==> config.mk <==
export PLATFORM = sky130hd
export DESIGN_NAME = mem2wb_master
export DESIGN_NICKNAME = d
export VERILOG_FILES = /design/src/rtl/mem2wb_master.sv
export SDC_FILE = /design/constraint.sdc
export NUM_CORES = 1
export LEC_CHECK = 0
export ABC_AREA = 1
export ABC_CLOCK_PERIOD_IN_PS = 1600
export CORE_MARGIN = 5
export CORE_UTILIZATION = 32
export DETAILED_ROUTE_END_ITERATION = 8
export PLACE_DENSITY_LB_ADDON = 0.15
export SLEW_MARGIN = 25
export SYNTH_ARGS = -nofsm -noshare
export SYNTH_HDL_FRONTEND = slang
export SYNTH_SLANG_ARGS = --single-unit
export TNS_END_PERCENT = 50
==> constraint.sdc <==
create_clock -name wb_clk_i -period 1.6 [get_ports wb_clk_i]
set_input_delay 0.24 -clock wb_clk_i [delete_from_list [all_inputs] [get_ports wb_clk_i]]
set_output_delay 0.24 -clock wb_clk_i [all_outputs]
set_load 0.05 [all_outputs]
==> src/rtl/mem2wb_master.sv <==
// CPU native memory port (valid/ready, byte strobes) to Wishbone classic master bridge.
// Define MEM2WB_TIMEOUT_EN to build in the ack watchdog and its sticky timeout_o flag.
module mem2wb_master #(
    parameter int TIMEOUT = 255
) (
    input  logic        wb_clk_i,
    input  logic        wb_rst_ni,
    input  logic        mem_valid,
    input  logic        mem_instr,
    input  logic [31:0] mem_addr,
    input  logic [31:0] mem_wdata,
    input  logic [3:0]  mem_wstrb,
    output logic        mem_ready,
    output logic [31:0] mem_rdata,
    output logic [31:0] wb_adr_o,
    output logic [31:0] wb_dat_o,
    output logic [3:0]  wb_sel_o,
    output logic        wb_we_o,
    output logic        wb_cyc_o,
    output logic        wb_stb_o,
    input  logic [31:0] wb_dat_i,
    input  logic        wb_ack_i,
    output logic        timeout_o
);

    typedef enum logic [1:0] {
        IDLE = 2'd0,
        BUS  = 2'd1,
        DONE = 2'd2
    } state_t;

    state_t state;

    // Fetch flag and byte offset do not influence the bus cycle.
    logic unused_inputs;
    assign unused_inputs = &{1'b0, mem_instr, mem_addr[1:0]};

`ifdef MEM2WB_TIMEOUT_EN
    localparam int CW = $clog2(TIMEOUT + 1);
    logic [CW-1:0] cnt;
    logic [CW-1:0] cnt_next;
    assign cnt_next = cnt + CW'(1);
`else
    assign timeout_o = 1'b0;
`endif

    always_ff @(posedge wb_clk_i or negedge wb_rst_ni) begin
        if (!wb_rst_ni) begin
            state     <= IDLE;
            mem_ready <= 1'b0;
            mem_rdata <= 32'h0;
            wb_adr_o  <= 32'h0;
            wb_dat_o  <= 32'h0;
            wb_sel_o  <= 4'h0;
            wb_we_o   <= 1'b0;
            wb_cyc_o  <= 1'b0;
            wb_stb_o  <= 1'b0;
`ifdef MEM2WB_TIMEOUT_EN
            cnt       <= '0;
            timeout_o <= 1'b0;
`endif
        end else begin
            case (state)
                IDLE: begin
                    mem_ready <= 1'b0;
                    if (mem_valid) begin
                        wb_adr_o <= {mem_addr[31:2], 2'b00};
                        wb_dat_o <= mem_wdata;
                        wb_we_o  <= |mem_wstrb;
                        wb_sel_o <= (|mem_wstrb) ? mem_wstrb : 4'hF;
                        wb_cyc_o <= 1'b1;
                        wb_stb_o <= 1'b1;
                        state    <= BUS;
`ifdef MEM2WB_TIMEOUT_EN
                        cnt      <= '0;
`endif
                    end
                end
                // Dropping stb on the ack edge keeps "stb & !ack" slaves to a single ack.
                BUS: begin
                    if (wb_ack_i) begin
                        wb_cyc_o  <= 1'b0;
                        wb_stb_o  <= 1'b0;
                        wb_we_o   <= 1'b0;
                        mem_ready <= 1'b1;
                        mem_rdata <= wb_we_o ? 32'h0 : wb_dat_i;
                        state     <= DONE;
                    end
`ifdef MEM2WB_TIMEOUT_EN
                    else if (cnt_next == CW'(TIMEOUT)) begin
                        wb_cyc_o  <= 1'b0;
                        wb_stb_o  <= 1'b0;
                        wb_we_o   <= 1'b0;
                        mem_ready <= 1'b1;
                        mem_rdata <= 32'hFFFF_FFFF;
                        timeout_o <= 1'b1;
                        state     <= DONE;
                    end else begin
                        cnt <= cnt_next;
                    end
`endif
                end
                // The CPU still holds mem_valid on this edge, so it must not start a cycle.
                DONE: begin
                    mem_ready <= 1'b0;
                    state     <= IDLE;
                end
                default: begin
                    state <= IDLE;
                end
            endcase
        end
    end

endmodule

* Yosys cells after proc, flatten, opt, wreduce, memory -nomap -nowiden
Cells that the tools add are included.
Word-level totals: word-level logic and storage cells 34, register bits 103
Cells by class: mux-type cells 12, reduce and logical (&&, ||, !) cells 10, eq/ne operators 4
Operator list (number):
- two-way mux 32 bit | 1
- AND reduction 2 bit | 4
- case mux 1 bit (2 select lines) | 3
- two-way mux 1 bit | 4
- two-way mux 2 bit | 2
- two-way mux 4 bit | 1
- != test 2 bit, second input constant | 2
- case mux 2 bit (2 select lines) | 1
- nonzero test 2 bit | 2
- OR reduction 4 bit | 1
- AND reduction 3 bit | 1
- equality test 2 x 1 -> 1 bit, second input constant | 1
- equality test 2 bit, second input constant | 1
- zero test 2 bit | 1
- OR reduction 2 bit | 1

* Longest topological paths before layout
word-level depth 4, mapped depth 7, gate-level depth less buffers 5

* Worst setup path before layout
Ideal clock, no wire load.
path type register -> register, start point register wb_we_o, end point register mem_rdata[12], period minus slack after synthesis 1296 ps, setup time 83 ps, data required time 1517 ps, slack 304 ps, buffers on the path 1, arrival time 1214 ps, cell stages (with the launch flop) 5, path through dfrtp_1 inv_1 clkbuf_1 nand2_1 o21ai_0
Between the ends: word-level cells in the longest chain between the ends 1
Ends and longest elaborated chain:
- start, declared | line 18 | output logic wb_we_o,
- start signal, assigned | line 69 | wb_we_o <= |mem_wstrb;
- two-way mux 32 bit | line 86 | mem_rdata <= wb_we_o ? 32'h0 : wb_dat_i;
- end signal, assigned | line 86
- end, declared | line 14 | output logic [31:0] mem_rdata,
Every way passes these cells. A chain may end at the register's enable or synchronous reset.

* Final worst setup path
start point register state[0], end point register wb_dat_o[21]
Between the ends: word-level cells in the longest chain between the ends 2
Ends and longest elaborated chain:
- start, declared | line 32 | state_t state;
- start signal, assigned | line 49 | state <= IDLE;
- start signal, assigned | line 73 | state <= BUS;
- start signal, assigned | line 87 | state <= DONE;
- zero test 2 bit | line 63 | case (state)
- AND reduction 2 bit (no source line)
- end signal, assigned | line 68 | wb_dat_o <= mem_wdata;
- end, declared | line 16 | output logic [31:0] wb_dat_o,
Every way passes these cells.

==> out/qor.txt <==
CTS sink cnt - 103
initial DRC count - 227
Total Power - 14.8 mW
via count - 3509
Num CTS Buffers - 9
Nets - 755
Ports - 210
Die Span X - 122 µm
placement row count - 40
Placer Congestion - 0.748
DP HPWL - 7.96 mm
Total GRT Usage - 0.152
Post-route DRC - 0
Hold Fails Final Rpt - 0
post-route ant nets - 0
Clock H-tree levels - 3
CTS Hold Bufs - 1
final worst setup slack - 378 ps
wire length per cell - 13.5 µm
Cells after DPL - 806
clock-pin slew on the worst setup and hold paths - 70 ps
Clock Tree Buf Depth - 2
Reg2Reg Depth - 6
area of the multi-input gates - 1240 µm²
R2R setup slack - 380 ps
Final min period - 1220 ps
Tcrit/Tclk final - 0.764
core area - 12100 µm²
class of the worst hold path - primary input to asynchronous set/reset pin
worst vdd ir - 0.00100 V
Final Instance Area - 6290 µm²
FF+latch count, synth - 103
Worst Setup End Kind - register
vias in the first global route - 3456
CTS tree - built
post-route insts no fill - 823
Reg2Reg Capture Point - wb_dat_o[21]
Final Skew - 3.98 ps
outcome - finished clean
total grt overflow - 0
Syn Inst Count - 453
r2r startpoint - state[0]
commonest non-fill, non-tap cell in the layout - nand2_1
pwr dens - 2360 nW/µm²
Yosys warning count - 0
Final Util - 0.519
share of cells above drive strength 1 - 0.195
startpoint types - register
Ant. Diodes - 0
highest clock rate - 818 MHz
worst skew pair latency - 340 ps
Fillers - 1143
Synth cell types - 15
die area - 14800 µm²
initial antenna violation count - 0
largest net degree at the start of global routing - 66
first-pass GRT wire length - 17.7 mm
Initial Util - 0.329
Syn Std Cell Area - 3990 µm²
setup TNS - 0 ps
register area - 2580 µm²
register area share after synthesis - 0.646
critical path type - register to register
max-cap violations - 0
Post-CTS Setup Bufs - 0
Mapped Avg Cell Area - 8.81 µm²
Critical Path Fanout Max - 21
highest-count cells in the layout ignoring fill and taps - nand2_1 (274), buf_4 (106), dfrtp_1 (103), clkdlybuf4s50_1 (100), o21ai_0 (27)
endpoints failing setup - 0
Pre-Repair DR Iteration Count - 4
Place WS - 202 ps
Layout area overhead - 57.6%
WL final - 11.1 mm
Pleak - 3.27 nW
Crit path arrival time - 1510 ps
final hold slack - 338 ps
cts repair resizes - 0
Critical Path RT - 1880 ps
Placed Area - 5950 µm²
Setup crit start - state[0]
vias per inst - 4.26
Root Driver - clkbuf_16
Die Y - 122 µm
# port buffers - 203
Slew Viols, Final - 0
unrepaired setup endpoints after global routing - false
==> sequential cells by signal, summed over array words and instances, names as in the netlist <==
name and count:
wb_stb_o 1, wb_adr_o 30, wb_we_o 1, mem_ready 1, state 2, mem_rdata 32
wb_sel_o 4, wb_dat_o 32
==> worst max-delay path by stage <==
stage / endpoint
finish: wb_dat_o[21]
CTS: wb_adr_o[27]
global placement: mem_rdata[25]
global route: wb_dat_o[27]
detailed placement: mem_rdata[17]
floorplan: mem_rdata[12]
==> final cells by class <==
cell class / count / area share
Clock buffer: 13 / 0.0414
Multi-Input combinational cell: 316 / 0.197
Inverter: 8 / 0.00478
Sequential cell: 103 / 0.410
Clock inverter: 3 / 0.0103
Tap cell: 168 / 0.0334
Timing Repair Buffer: 212 / 0.303
==> per-layer routing <==
layer | GRT usage | wire length (µm)
met1 | 0.200 | 4990
met2 | 0.219 | 4720
met3 | 0.0687 | 1240
met4 | 0.0567 | 164
met5 | 0 | 0
==> report_power, final <==
| part | total (mW) | switching (mW) | internal [mW] |
|---|---|---|---|
| Combinational | 8.07 | 5.77 | 2.29 |
| Clock | 2.40 | 0.944 | 1.46 |
| Sequential | 4.38 | 0.637 | 3.74 |
| Total | 14.8 | 7.35 | 7.49 |
==> critical path, stage by stage (launching register included) <==
cell and delay, ps:
dfrtp_1 420, nor2_1 150, nand2_2 100, inv_2 90, buf_4 240, nand2_1 80
nand2_1 70
==> cell usage after synthesis, drive strengths merged <==
library cell  count  area, µm²
o21ai            33        165
clkbuf           11       41.3
inv               8       30.0
dfrtp           103       2580
nand2           275       1030
nor2              3       11.3
nand3             2       15.0
buf              17        111
conb              1       3.75
==> logic make-up after synthesis <==
kind of cell / share of synthesized area
flip-flops: 0.646
buffers and inverters: 0.0458
AO/OA/AOI/OAI: 0.0414
other: 0.000940
AND/OR/NAND/NOR: 0.266
Note: power is estimated with default switching activity, not from simulation.
